<file path="src/rtl/ex_div_if.sv">
// ex_div_if: EX-stage divider request/operand bus and result/stall return
interface ex_div_if #(parameter int DATA_W = 32);
    logic start, annul, signed_div;
    logic [DATA_W-1:0] opdata1, opdata2;
    logic [5:0] stall;
    logic [2*DATA_W-1:0] result;
    logic ready, stallreq;
    modport master(output start, annul, signed_div, opdata1, opdata2, stall, input result, ready, stallreq);
    modport slave(input start, annul, signed_div, opdata1, opdata2, stall, output result, ready, stallreq);
endinterface

</file>
<file path="src/rtl/ex_div.sv">
// ex_div: iterative radix-2 restoring divider for MIPS DIV/DIVU in EX
// One quotient bit per cycle on absolute values; signs are applied on the final iteration.
module ex_div #(parameter int DATA_W = 32) (
    input logic clk,
    input logic rst,
    ex_div_if.slave d
);
    typedef enum logic [1:0] {FREE, BUSY, DONE} state_t;
    localparam int CW = $clog2(DATA_W + 1);
    state_t state, state_nx;
    logic [CW-1:0] cnt;
    logic [DATA_W-1:0] rem, dvd, dvs, rem_nx, dvd_nx, q_nx, r_nx;
    logic [DATA_W:0] sh, diff;
    logic qneg, rneg, accept, last;
    assign accept = state == FREE && d.start && !d.annul;
    assign last = cnt == CW'(DATA_W - 1);
    // dvd shifts out dividend bits at the top while quotient bits enter at the bottom
    assign sh = {rem, dvd[DATA_W-1]};
    assign diff = sh - {1'b0, dvs};
    assign rem_nx = diff[DATA_W] ? sh[DATA_W-1:0] : diff[DATA_W-1:0];
    assign dvd_nx = {dvd[DATA_W-2:0], ~diff[DATA_W]};
    assign q_nx = qneg ? -dvd_nx : dvd_nx;
    assign r_nx = rneg ? -rem_nx : rem_nx;
    always_ff @(posedge clk)
        state <= rst ? FREE : state_nx;
    always_comb
        state_nx = d.annul ? FREE :
                   state == FREE ? (d.start ? (d.opdata2 == '0 ? DONE : BUSY) : FREE) :
                   state == BUSY ? (last ? DONE : BUSY) :
                   d.stall[3] ? DONE : FREE;
    always_comb begin
        d.ready = state == DONE;
        d.stallreq = accept || state == BUSY;
    end
    always_ff @(posedge clk)
        if (rst) begin
            cnt <= '0;
            rem <= '0;
            dvd <= '0;
            dvs <= '0;
            qneg <= 1'b0;
            rneg <= 1'b0;
            d.result <= '0;
        end else if (accept) begin
            cnt <= '0;
            rem <= '0;
            dvd <= d.signed_div && d.opdata1[DATA_W-1] ? -d.opdata1 : d.opdata1;
            dvs <= d.signed_div && d.opdata2[DATA_W-1] ? -d.opdata2 : d.opdata2;
            qneg <= d.signed_div && (d.opdata1[DATA_W-1] ^ d.opdata2[DATA_W-1]);
            rneg <= d.signed_div && d.opdata1[DATA_W-1];
            if (d.opdata2 == '0) d.result <= '0;
        end else if (state == BUSY && !d.annul) begin
            cnt <= cnt + 1'b1;
            rem <= rem_nx;
            dvd <= dvd_nx;
            if (last) d.result <= {r_nx, q_nx};
        end
endmodule
</file>
<file path="src/flat_wrapper.sv">
// flat-port wrapper written by rule: the top's interface ports become plain ports
module ex_div_flat 
#(parameter int DATA_W = 32)
  (clk, rst, d_start, d_annul, d_signed_div, d_opdata1, d_opdata2, d_stall, d_result, d_ready, d_stallreq);
  ex_div_if #(.DATA_W(DATA_W)) d_i ();
  input logic clk;
  input logic rst;
  input wire logic [$bits(d_i.start)-1:0] d_start;
  input wire logic [$bits(d_i.annul)-1:0] d_annul;
  input wire logic [$bits(d_i.signed_div)-1:0] d_signed_div;
  input wire logic [$bits(d_i.opdata1)-1:0] d_opdata1;
  input wire logic [$bits(d_i.opdata2)-1:0] d_opdata2;
  input wire logic [$bits(d_i.stall)-1:0] d_stall;
  output wire logic [$bits(d_i.result)-1:0] d_result;
  output wire logic [$bits(d_i.ready)-1:0] d_ready;
  output wire logic [$bits(d_i.stallreq)-1:0] d_stallreq;
  assign d_i.start = d_start;
  assign d_i.annul = d_annul;
  assign d_i.signed_div = d_signed_div;
  assign d_i.opdata1 = d_opdata1;
  assign d_i.opdata2 = d_opdata2;
  assign d_i.stall = d_stall;
  assign d_result = d_i.result;
  assign d_ready = d_i.ready;
  assign d_stallreq = d_i.stallreq;
  ex_div #(.DATA_W(DATA_W)) u_core (.clk(clk), .rst(rst), .d(d_i));
endmodule
</file>
<file path="config.mk">
export PLATFORM = sky130hd
export DESIGN_NAME = ex_div_flat
export DESIGN_NICKNAME = d
export VERILOG_FILES = /design/src/rtl/ex_div_if.sv /design/src/rtl/ex_div.sv /design/src/flat_wrapper.sv
export SDC_FILE = /design/constraint.sdc
export NUM_CORES = 1
export LEC_CHECK = 0
export BUFFER_PORTS_ARGS = -buffer_cell sky130_fd_sc_hd__buf_2
export CAP_MARGIN = 20
export CORE_ASPECT_RATIO = 1.25
export CORE_MARGIN = 4
export CORE_UTILIZATION = 49
export DETAILED_ROUTE_END_ITERATION = 12
export HOLD_SLACK_MARGIN = 0.03
export PLACE_DENSITY_LB_ADDON = 0.2
export SYNTH_ARGS = -nofsm -noshare
export SYNTH_HDL_FRONTEND = slang
export SYNTH_SLANG_ARGS = --single-unit
</file>
<file path="constraint.sdc">
create_clock -name clk -period 14.07 [get_ports clk]
set_input_delay 0.7035 -clock clk [delete_from_list [all_inputs] [get_ports clk]]
set_output_delay 0.7035 -clock clk [all_outputs]
set_load 0.05 [all_outputs]
</file>
After elaboration in Yosys (flattened, before gate mapping) --
Index checks and enable logic that the tools add are counted.
Word-level totals: input port bits 75, output and inout bits 66, flip-flop bits (word level) 170
Cells by class: add/subtract/negate cells 6, reduce and logical (&&, ||, !) cells 15, bitwise operators 2, equality and inequality tests 4, multiplexer cells 17
Operators with widths (count):
- $mux 64 | 4
- $mux 32 | 7
- $neg 32->32 | 4
- $sub 33x32->33 | 1
- $logic_not 32->1 | 1
- $mux 2 | 6
- $add 6x1->6 const B | 1
- $eq 6x5->1 const B | 1
- $logic_and 1x1->1 | 6
- $reduce_bool 2->1 | 2
- $reduce_or 2->1 | 2
- $reduce_and 3->1 | 1
- $eq 2x1->1 const B | 1
- $eq 2x2->1 const B | 1
- $logic_not 2->1 | 1
- $ne 2x2->1 const B | 1
- $logic_not 1->1 | 1
- $logic_or 1x1->1 | 1
- $not 1->1 | 1
- $xor 1x1->1 | 1

Longest topological paths before layout --
Gate-level depths: netlist of run 1.
depth after elaboration 7, mapped depth 25, mapped depth without buffers 21

Least setup slack after synthesis of run 1 --
Ideal clock, no wire load.
kind flip-flop to flip-flop, start register u_core.dvd[31], end register u_core.d.result[62], arrival time 4829 ps, library setup time 62 ps, setup slack 9179 ps, stages on the path, launching flop included 23, cells stage by stage dfxtp_1 inv_1 ha_1 inv_1 fa_1 a211oi_1 o211ai_1 nand2_2 a211o_1 o2111ai_2 nand2_8 buf_2 buf_2 buf_4 mux2i_1 ha_1 nand2_1 o31ai_1 mux2i_1 nor2_1 nand2_1 or4_1 nand3_1
Between the ends: word-level cells in the longest chain between the ends 7
Ends and longest elaborated chain:
- start: declaration | line ex_div.sv:12 | logic [DATA_W-1:0] rem, dvd, dvs, rem_nx, dvd_nx, q_nx, r_nx;
- start signal: assignment | line ex_div.sv:47 | dvd <= d.signed_div && d.opdata1[DATA_W-1] ? -d.opdata1 : d.opdata1;
- start signal: assignment | line ex_div.sv:55 | dvd <= dvd_nx;
- $sub 33x32->33 | line ex_div.sv:19 | assign diff = sh - {1'b0, dvs};
- $mux 32 (*) | line ex_div.sv:20 | assign rem_nx = diff[DATA_W] ? sh[DATA_W-1:0] : diff[DATA_W-1:0];
- $neg 32->32 | line ex_div.sv:23 | assign r_nx = rneg ? -rem_nx : rem_nx;
- $mux 32 (*) | line ex_div.sv:23
- $mux 64 (*) | line ex_div.sv:56 | if (last) d.result <= {r_nx, q_nx};
- $mux 64 (*) | line ex_div.sv:52 | end else if (state == BUSY && !d.annul) begin
- $mux 64 (*) | line ex_div.sv:44 | end else if (accept) begin
- end signal: assignment | line ex_div.sv:56
- end: declaration | line ex_div_if.sv:9 | modport slave(input start, annul, signed_div, opdata1, opdata2, stall, output result, ready, stallreq);
Every way passes the cells marked *; elsewhere a longest branch is shown, timed or not. The select of a mux whose other input is x is not followed. A chain may end at the register's enable or synchronous reset.

Worst setup path after layout of run 1 --
Same ends and word-level chain as after synthesis.

==> results_dict.tcl, run 1 <==
set metrics [dict create \
    status "complete, no violations" \
    synth_compound_area_share_pct 25.2 \
    yosys_warnings 0 \
    tightest_slew_ps 1160 \
    rsz0062_at_grt "false" \
    rows 62 \
    critPathRequiredTime_ps 14440 \
    relSlewSlack_pct 21.8 \
    grt_max_degree 96 \
    fill_cells 2254 \
    synthAdderAreaFrac_pct 4.18 \
    hold_path.class "flip-flop to flip-flop" \
    drv_slew 0 \
    post-route-drc-count 0 \
    ys_async_sr_fraction_pct 0 \
    synth_top_family_by_area "compound AO/OA/AOI/OAI gates" \
    nets 1703 \
    fp.dieH_um 180 \
    synth_cells 1522 \
    io_pins 141 \
    slowest_stage "a41o_1" \
    synth_mux_area_share_pct 3.31 \
    min_period_over_period_pct 39.5 \
    path_class "flip-flop to flip-flop" \
    insertion_delay_ps 440 \
    syn_avg_cell_area_um2 7.58 \
    final_core_util_pct 55.7 \
    p_leak_nw 5.07 \
    yosys.area_share.simple_pct 21.9 \
    synthDistinctLibCells 80 \
    grtUsageTotal_pct 24.5 \
    hp-start "u_core.d.result[61]$_SDFFE_PP0P_" \
    fin_crit_ps 5550 \
    worst_r2r_path_depth 19 \
    antenna_found_initial 0 \
    die_area_um2 26100 \
    r2r-start "u_core.dvd[31]$_SDFFE_PP0P_" \
    core_um2 23100 \
    holdPathEnd "u_core.d.result[61]$_SDFFE_PP0P_" \
    start_util_pct 49.9 \
    internal-power_mw 0.886 \
    cp_max_fo 53 \
    grt_pass1_wl_um 53400 \
    yosysSeqAreaShare_pct 29.5 \
    switching_share_pct 36.1 \
    grt-ovfl-total 0 \
    cp_cell_sequence "inv_1 -> ha_1 -> inv_1 -> fa_1 -> a211oi_1 -> o211ai_1 -> nand2_2 -> a211o_1 -> a41o_1 -> nand2_8 -> mux2i_1 -> ha_1 -> nand2_1 -> o31ai_1 -> mux2i_1 -> nor2_1 -> nand2_1 -> or4_1 -> nand3_1" \
    pwr-share-seq_pct 37.2 \
    area_growth_pct 11.5 \
    power.switching_mw 0.500 \
    portBuffers 135 \
    hold_depth 2 \
    numCtsBuffers 17 \
    cp-start-kind "flip-flop" \
    clock_skew_ps 12.8 \
    synth_xor_area_share_pct 10.5 \
    dp.final_hpwl_um 24700 \
    clock_sinks 170 \
    wl_per_cell_um 17.5 \
    clock.fmax_ghz 0.180 \
    setup_violations 0 \
    post_cts_buffers 0 \
    grt_pass1_vias 10781 \
    mappedNetlistNets 1635 \
    clock-root-buffer "clkbuf_16" \
    synth_flop_cell "dfxtp_1" \
    clk_path_buf_depth 2 \
    htree_levels 4 \
    die_width_um 145 \
    synth_edf_count 0 \
    ys_ff_latch 170 \
    drt-total-wl_um 33100 \
    cts_resized 0 \
    dp_cells 1858 \
    gp_congestion 0.915 \
    hold_viol 0 \
    dr.pass1.iters 5 \
    final-instance-count-excl-fill 1891 \
    top_layer "met4" \
    arrival_ps 5920 \
    drtIter0Drc 551 \
    clk_pin_slew_ps 70 \
    ant_nets 0 \
    diodes 0 \
    met3WireLength_um 1330 \
    clkPwrFrac_pct 33.3 \
    cts_tree "done" \
    routed-via-count 11145 \
    wl_met2_um 17900 \
    irDropWorstVdd_mv 0.0838 \
    final.setup.tns_ps 0 \
    power_density_nw_per_um2 108 \
    via_per_inst 5.89 \
    wl_met1_um 12800 \
    critPathMaxStageDelay_ps 560 \
    r2r_end "u_core.d.result[62]$_SDFFE_PP0P_" \
    cts_hold_buf 0 \
    critical_path.endpoint_type "flip-flop" \
    worst-r2r-setup-slack_ps 8520 \
    drive_gt1_share_pct 13.3 \
    synth_area_um2 11500 \
    combPwrFrac_pct 29.6 \
    drv_cap 0 \
]
==> final cells by class <==
class                      instances  area (um^2)  share of cell area [%]
inverter                          58          223                    1.73
tap                              288          360                    2.80
clock buffer                      19          433                    3.36
clock inverter                    13          129                    1.00
sequential                       170         3400                    26.4
multi-input combinational       1197         7550                    58.7
timing repair buffer             146          768                    5.97
==> cell families (layout without fill, tap and decap cells) <==
logic type	count (synthesis)	count (layout)
fa+ha+maj	38	38
flops	170	170
mux	37	37
buf+inv	155	236
xor+xnor	139	139
compound gates	420	420
simple gates	563	563
==> power by group through the flow <==
stage / clock network (mW) / registers [mW] / logic, mW
final: 0.461 / 0.515 / 0.410
after global routing: 0.484 / 0.518 / 0.454
after CTS: 0.469 / 0.515 / 0.408
after detailed placement: 0 / 0.526 / 0.406
after global placement: 0 / 0.526 / 0.401
after floorplan: 0 / 0.520 / 0.313
==> metrics by stage <==
stage	power, mW	hold WS [ps]	area (um^2)	worst slack, ps
global route	1.46	467	12900	8210
detailed placement	0.932	438	12300	8660
floorplan	0.833	432	11500	9180
global placement	0.927	436	12300	8770
CTS	1.39	449	12900	8620
finish	1.39	445	12900	8520
==> worst max-delay path: cells and delay by family, from the launching register on <==
| family | cells | cell delay [ps] |
|---|---|---|
| AO/OA/AOI/OAI | 5 | 1630 |
| adder cells (fa/ha/maj) | 3 | 880 |
| buffers and inverters | 2 | 120 |
| flip-flops | 1 | 360 |
| multiplexers | 2 | 660 |
| AND/OR/NAND/NOR | 7 | 1810 |
==> cell usage after synthesis, types with 32 or more instances <==
master / instances / area share [%]
a211oi_1: 69 / 4.5
dfxtp_1: 170 / 29
nor2_1: 200 / 6.5
xor2_1: 68 / 5.2
ha_1: 37 / 4.0
a21oi_1: 83 / 3.6
xnor2_1: 71 / 5.4
inv_1: 57 / 1.9
clkbuf_1: 75 / 2.4
nor3_1: 32 / 1.4
o21ai_0: 78 / 3.4
nand2_1: 198 / 6.4
or3_1: 32 / 1.7
a311oi_1: 36 / 2.7
==> how the worst max path moves through the flow <==
stage / start / to / slack, ps / cells past startpoint
after floorplan: u_core.dvd[31]$_SDFFE_PP0P_ / u_core.d.result[62]$_SDFFE_PP0P_ / 9180 / 22
after global placement: u_core.dvd[31]$_SDFFE_PP0P_ / u_core.d.result[24]$_SDFFE_PP0P_ / 8770 / 20
after detailed placement: u_core.dvd[31]$_SDFFE_PP0P_ / u_core.d.result[24]$_SDFFE_PP0P_ / 8660 / 20
after CTS: u_core.dvd[31]$_SDFFE_PP0P_ / u_core.d.result[62]$_SDFFE_PP0P_ / 8620 / 19
after global routing: u_core.dvd[31]$_SDFFE_PP0P_ / u_core.d.result[62]$_SDFFE_PP0P_ / 8210 / 19
final: u_core.dvd[31]$_SDFFE_PP0P_ / u_core.d.result[62]$_SDFFE_PP0P_ / 8520 / 19
==> sequential cells by signal, indices dropped and copies added, names as in the netlist <==
| signal | count |
|---|---|
| u_core.d.result | 64 |
| u_core.dvd | 32 |
| u_core.dvs | 32 |
| u_core.rem | 32 |
| u_core.cnt | 6 |
| u_core.state | 2 |
| u_core.qneg | 1 |
| u_core.rneg | 1 |
==> cell usage in the layout (no fill, tap or decap), drive strengths merged, types with 4 or more instances in the layout <==
cell type / count
ha: 37
nand2b: 6
nor2: 200
nor3b: 4
xor2: 68
mux2: 9
a211oi: 71
o211ai: 13
nand3: 20
or2: 4
or3: 32
a31oi: 13
mux2i: 28
o31ai: 18
nor2b: 9
nor4: 14
xnor2: 71
dfxtp: 170
a21o: 17
a2111oi: 4
nand4: 13
or4: 4
and2: 9
nand2: 201
o21a: 5
a41oi: 4
nor3: 32
inv: 66
a311oi: 36
o41ai: 7
o21ai: 85
a32oi: 4
clkbuf: 19
a22oi: 31
and3: 4
a21oi: 83
buf: 146
==> per-layer routing <==
layer | up-vias | track usage, %
li1 | 5571 | -
met1 | 5237 | 26.1
met2 | 284 | 48.2
met3 | 53 | 3.50
met4 | 0 | 9.12
met5 | - | 0
(Power assumes the default switching activity.)
==> inputs of run 2 (changes only) <==
- clock period: 14.07 -> 5.78 ns (I/O delays scaled with it)
==> results_dict.tcl, run 2 (same netlist as run 1, synthesis figures left out) <==
set metrics [dict create \
    status "complete, no violations" \
    slowest_stage "a41o_1" \
    hold_path.class "input port to flip-flop" \
    fp.dieH_um 180 \
    worst-r2r-setup-slack_ps 750 \
    drv_cap 0 \
    rsz0062_at_grt "false" \
    grt-ovfl-total 0 \
    p_leak_nw 5.09 \
    clock_sinks 170 \
    ant_nets 0 \
    cp_num_buf_inv 2 \
    wl_per_cell_um 17.4 \
    multi_input_area_um2 7550 \
    met3WireLength_um 1140 \
    cp_max_fo 19 \
    grt_max_degree 96 \
    hold_viol 0 \
    fill_cells 2266 \
    clk_pin_slew_ps 60 \
    rows 62 \
    start_util_pct 49.9 \
    drive_gt1_share_pct 13.4 \
    area_growth_pct 11.9 \
    wl_met1_um 12900 \
    clock-root-buffer "clkbuf_16" \
    critPathMaxStageDelay_ps 530 \
    wl_met2_um 17700 \
    clock_skew_ps 11.1 \
    cp-start-kind "flip-flop" \
    top_layer "met4" \
    irDropWorstVdd_mv 0.204 \
    final.setup.tns_ps 0 \
    largest_reg_flops 64 \
    gp_congestion 0.907 \
    nets 1708 \
    insertion_delay_ps 440 \
    core_um2 23100 \
    post_cts_buffers 0 \
    setup_violations 0 \
    critical_path.endpoint_type "flip-flop" \
    regArea_um2 3400 \
    grt_pass1_wl_um 53700 \
    relSlewSlack_pct 33.3 \
    final_common_cell "nor2_1" \
    numCtsBuffers 17 \
    io_pins 141 \
    htree_levels 4 \
    cts_resized 0 \
    hold_ws_ps 104 \
    routed-via-count 11159 \
    diodes 0 \
    clock.fmax_ghz 0.199 \
    grt_pass1_vias 10802 \
    regMostFlops "u_core.d.result" \
    placed_area_um2 12300 \
    final_area_um2 12900 \
    critPathRequiredTime_ps 6150 \
    cp_cell_sequence "inv_1 -> ha_1 -> inv_1 -> fa_1 -> a211oi_1 -> o211ai_1 -> nand2_2 -> a211o_1 -> a41o_1 -> nand2_8 -> mux2i_1 -> ha_1 -> nand2_1 -> o31ai_1 -> mux2i_1 -> nor2_1 -> nand2_1 -> or4_1 -> nand3_1" \
    dr.pass1.iters 5 \
    clk_path_buf_depth 2 \
    post-route-drc-count 0 \
    path_class "flip-flop to flip-flop" \
    portBuffers 135 \
    cts_hold_buf 0 \
    antenna_found_initial 0 \
    die_width_um 145 \
    drt-total-wl_um 33000 \
    die_area_um2 26100 \
    most-common-layout-cells "nor2_1 (200), nand2_1 (197), dfxtp_1 (170), buf_2 (134), a21oi_1 (82)" \
    via_per_inst 5.89 \
    fin_crit_ps 5030 \
    min_period_over_period_pct 87.1 \
    drtIter0Drc 610 \
    grtUsageTotal_pct 24.8 \
    crit_family "compound AO/OA/AOI/OAI gates" \
    drv_slew 0 \
    dp.final_hpwl_um 24900 \
    cts_tree "done" \
    arrival_ps 5410 \
    power_density_nw_per_um2 261 \
    tightest_slew_ps 1000 \
]
==> run 2: cell type report <==
class | instances | share of cell area (%)
clock inverters | 6 | 0.494
multi-input cells | 1197 | 58.5
well taps | 288 | 2.79
flip-flops and latches | 170 | 26.4
inverters | 58 | 1.72
clock buffers | 24 | 3.81
repair buffers | 151 | 6.34
==> run 2: worst paths after layout <==
kind / startpoint / cells past startpoint / to
worst min-delay path: d_annul / 2 / u_core.state[1]$_SDFF_PP0_
worst min register to register: u_core.d.result[59]$_SDFFE_PP0P_ / 2 / u_core.d.result[59]$_SDFFE_PP0P_
worst max register to register: u_core.dvd[31]$_SDFFE_PP0P_ / 19 / u_core.d.result[62]$_SDFFE_PP0P_
worst max-delay path: u_core.dvd[31]$_SDFFE_PP0P_ / 19 / u_core.d.result[62]$_SDFFE_PP0P_
==> run 2: power by group <==
group          switching, mW  internal, mW
registers             0.0444          1.21
logic                  0.633         0.380
clock network          0.469         0.634
==> run 2: per-stage QoR <==
stage,instances,setup WS (ps),power (mW),utilization [%]
global route,1894,343,3.54,55.9
global placement,1863,850,2.27,53.3
floorplan,1522,889,2.03,-
detailed placement,1863,792,2.28,53.3
CTS,1893,756,3.38,55.7
finish,1894,745,3.37,55.9
==> run 2: routing by layer <==
metal  vias to the layer above  global-route usage (%)
met5                         -                       0
met4                         0                    10.6
met3                        67                    3.32
met2                       250                    47.8
met1                      5245                    26.8
li1                       5597                       -
==> inputs of run 3 (changes only) <==
- CORE_UTILIZATION: 49 -> 60
==> results_dict.tcl, run 3 (same netlist as run 1, synthesis figures left out) <==
set metrics [dict create \
    grt_pass1_vias 11111 \
    clock_skew_ps 14.1 \
    io_pins 141 \
    diodes 0 \
    power_density_nw_per_um2 273 \
    core_um2 18800 \
    grt_pass1_wl_um 53500 \
    final_area_um2 12900 \
    clk_path_buf_depth 2 \
    fp.dieH_um 163 \
    htree_levels 4 \
    hp-start "d_annul" \
    final-instance-count-excl-fill 1839 \
    irDropWorstVdd_mv 0.204 \
    relSlewSlack_pct 33.5 \
    critical_path.endpoint_type "flip-flop" \
    crit_start "u_core.dvd[31]$_SDFFE_PP0P_" \
    die_area_um2 21500 \
    routed-via-count 11449 \
    ant_nets 0 \
    fin_crit_ps 5060 \
    clock-root-buffer "clkbuf_16" \
    status "complete, no violations" \
    dp_cells 1806 \
    nets 1708 \
    dr.pass1.iters 6 \
    area_growth_pct 11.8 \
    r2r-start "u_core.dvd[31]$_SDFFE_PP0P_" \
    dp.final_hpwl_um 24300 \
    drv_slew 0 \
    placed_area_um2 12300 \
    power_mw 3.52 \
    largest_reg_flops 64 \
    insertion_delay_ps 430 \
    post-route-drc-count 0 \
    cts_tree "done" \
    setup_violations 0 \
    hold_ws_ps 107 \
    clock.fmax_ghz 0.198 \
    critPathRequiredTime_ps 6150 \
    gp_congestion 0.939 \
    rsz0062_at_grt "false" \
    cts_resized 0 \
    path_class "flip-flop to flip-flop" \
    cts_hold_buf 0 \
    numCtsBuffers 17 \
    clock_sinks 170 \
    drt-total-wl_um 32900 \
    min_period_over_period_pct 87.6 \
    tightest_slew_ps 997 \
    die_width_um 132 \
    regMostFlops "u_core.d.result" \
    drv_cap 0 \
    grtUsageTotal_pct 30.2 \
    final_common_cell "nor2_1" \
    most-common-layout-cells "nor2_1 (200), nand2_1 (197), dfxtp_1 (170), buf_2 (135), a21oi_1 (82)" \
    antenna_found_initial 0 \
    drtIter0Drc 681 \
    post_cts_buffers 0 \
    grt-ovfl-total 0 \
    arrival_ps 5440 \
    rows 56 \
    hold_path.class "input port to flip-flop" \
    clk_pin_slew_ps 70 \
    cp-start-kind "flip-flop" \
    drive_gt1_share_pct 13.7 \
    portBuffers 135 \
    p_leak_nw 5.12 \
    final.setup.tns_ps 0 \
    start_util_pct 61.2 \
    via_per_inst 6.23 \
    wl_per_cell_um 17.9 \
    grt_max_degree 95 \
    hold_viol 0 \
    cp_max_fo 19 \
]
[run 3: metrics by stage]
stage | setup WS [ps] | util [%]
finish | 717 | 68.5
global route | 286 | 68.5
CTS | 765 | 68.4
detailed placement | 803 | 65.0
global placement | 897 | 65.0
floorplan | 889 | -
[run 3: layout make-up]
cell class	instances	area, um^2
Clock buffer	17	425
Clock inverter	14	214
Inverter	58	223
Timing Repair Buffer	151	803
Fill cell	1636	5940
Sequential cell	170	3400
Tap cell	232	290
Multi-Input combinational cell	1197	7550
[run 3: critical path: stages (launching register included)]
cell and delay [ps]:
dfxtp_1 350, inv_1 70, ha_1 150, inv_1 50, fa_1 410, a211oi_1 280, o211ai_1 210, nand2_2 150
a211o_1 160, a41o_1 530, nand2_8 240, mux2i_1 300, ha_1 290, nand2_1 130, o31ai_1 390, mux2i_1 260
nor2_1 290, nand2_1 120, or4_1 520, nand3_1 90
[run 3: per-layer routing]
| metal | wire, um | vias up | global-route usage, % |
|---|---|---|---|
| met2 | 17700 | 368 | 59.2 |
| met4 | 1500 | 0 | 15.0 |
| met5 | 0 | - | 0 |
| met1 | 12200 | 5407 | 31.5 |
| li1 | - | 5587 | - |
| met3 | 1510 | 87 | 3.97 |
[run 3: worst paths after layout]
check	cells after the start	slack [ps]	end
max reg2reg	19	720	u_core.d.result[62]$_SDFFE_PP0P_
max	19	720	u_core.d.result[62]$_SDFFE_PP0P_
min reg2reg	2	440	u_core.d.result[59]$_SDFFE_PP0P_
min	2	110	u_core.state[0]$_SDFF_PP0_
[run 3: where the power goes]
part	internal (mW)	total, mW	switching, mW
combinational	0.379	1.01	0.634
sequential	1.21	1.26	0.0453
clock	0.733	1.25	0.517
total	2.32	3.52	1.20
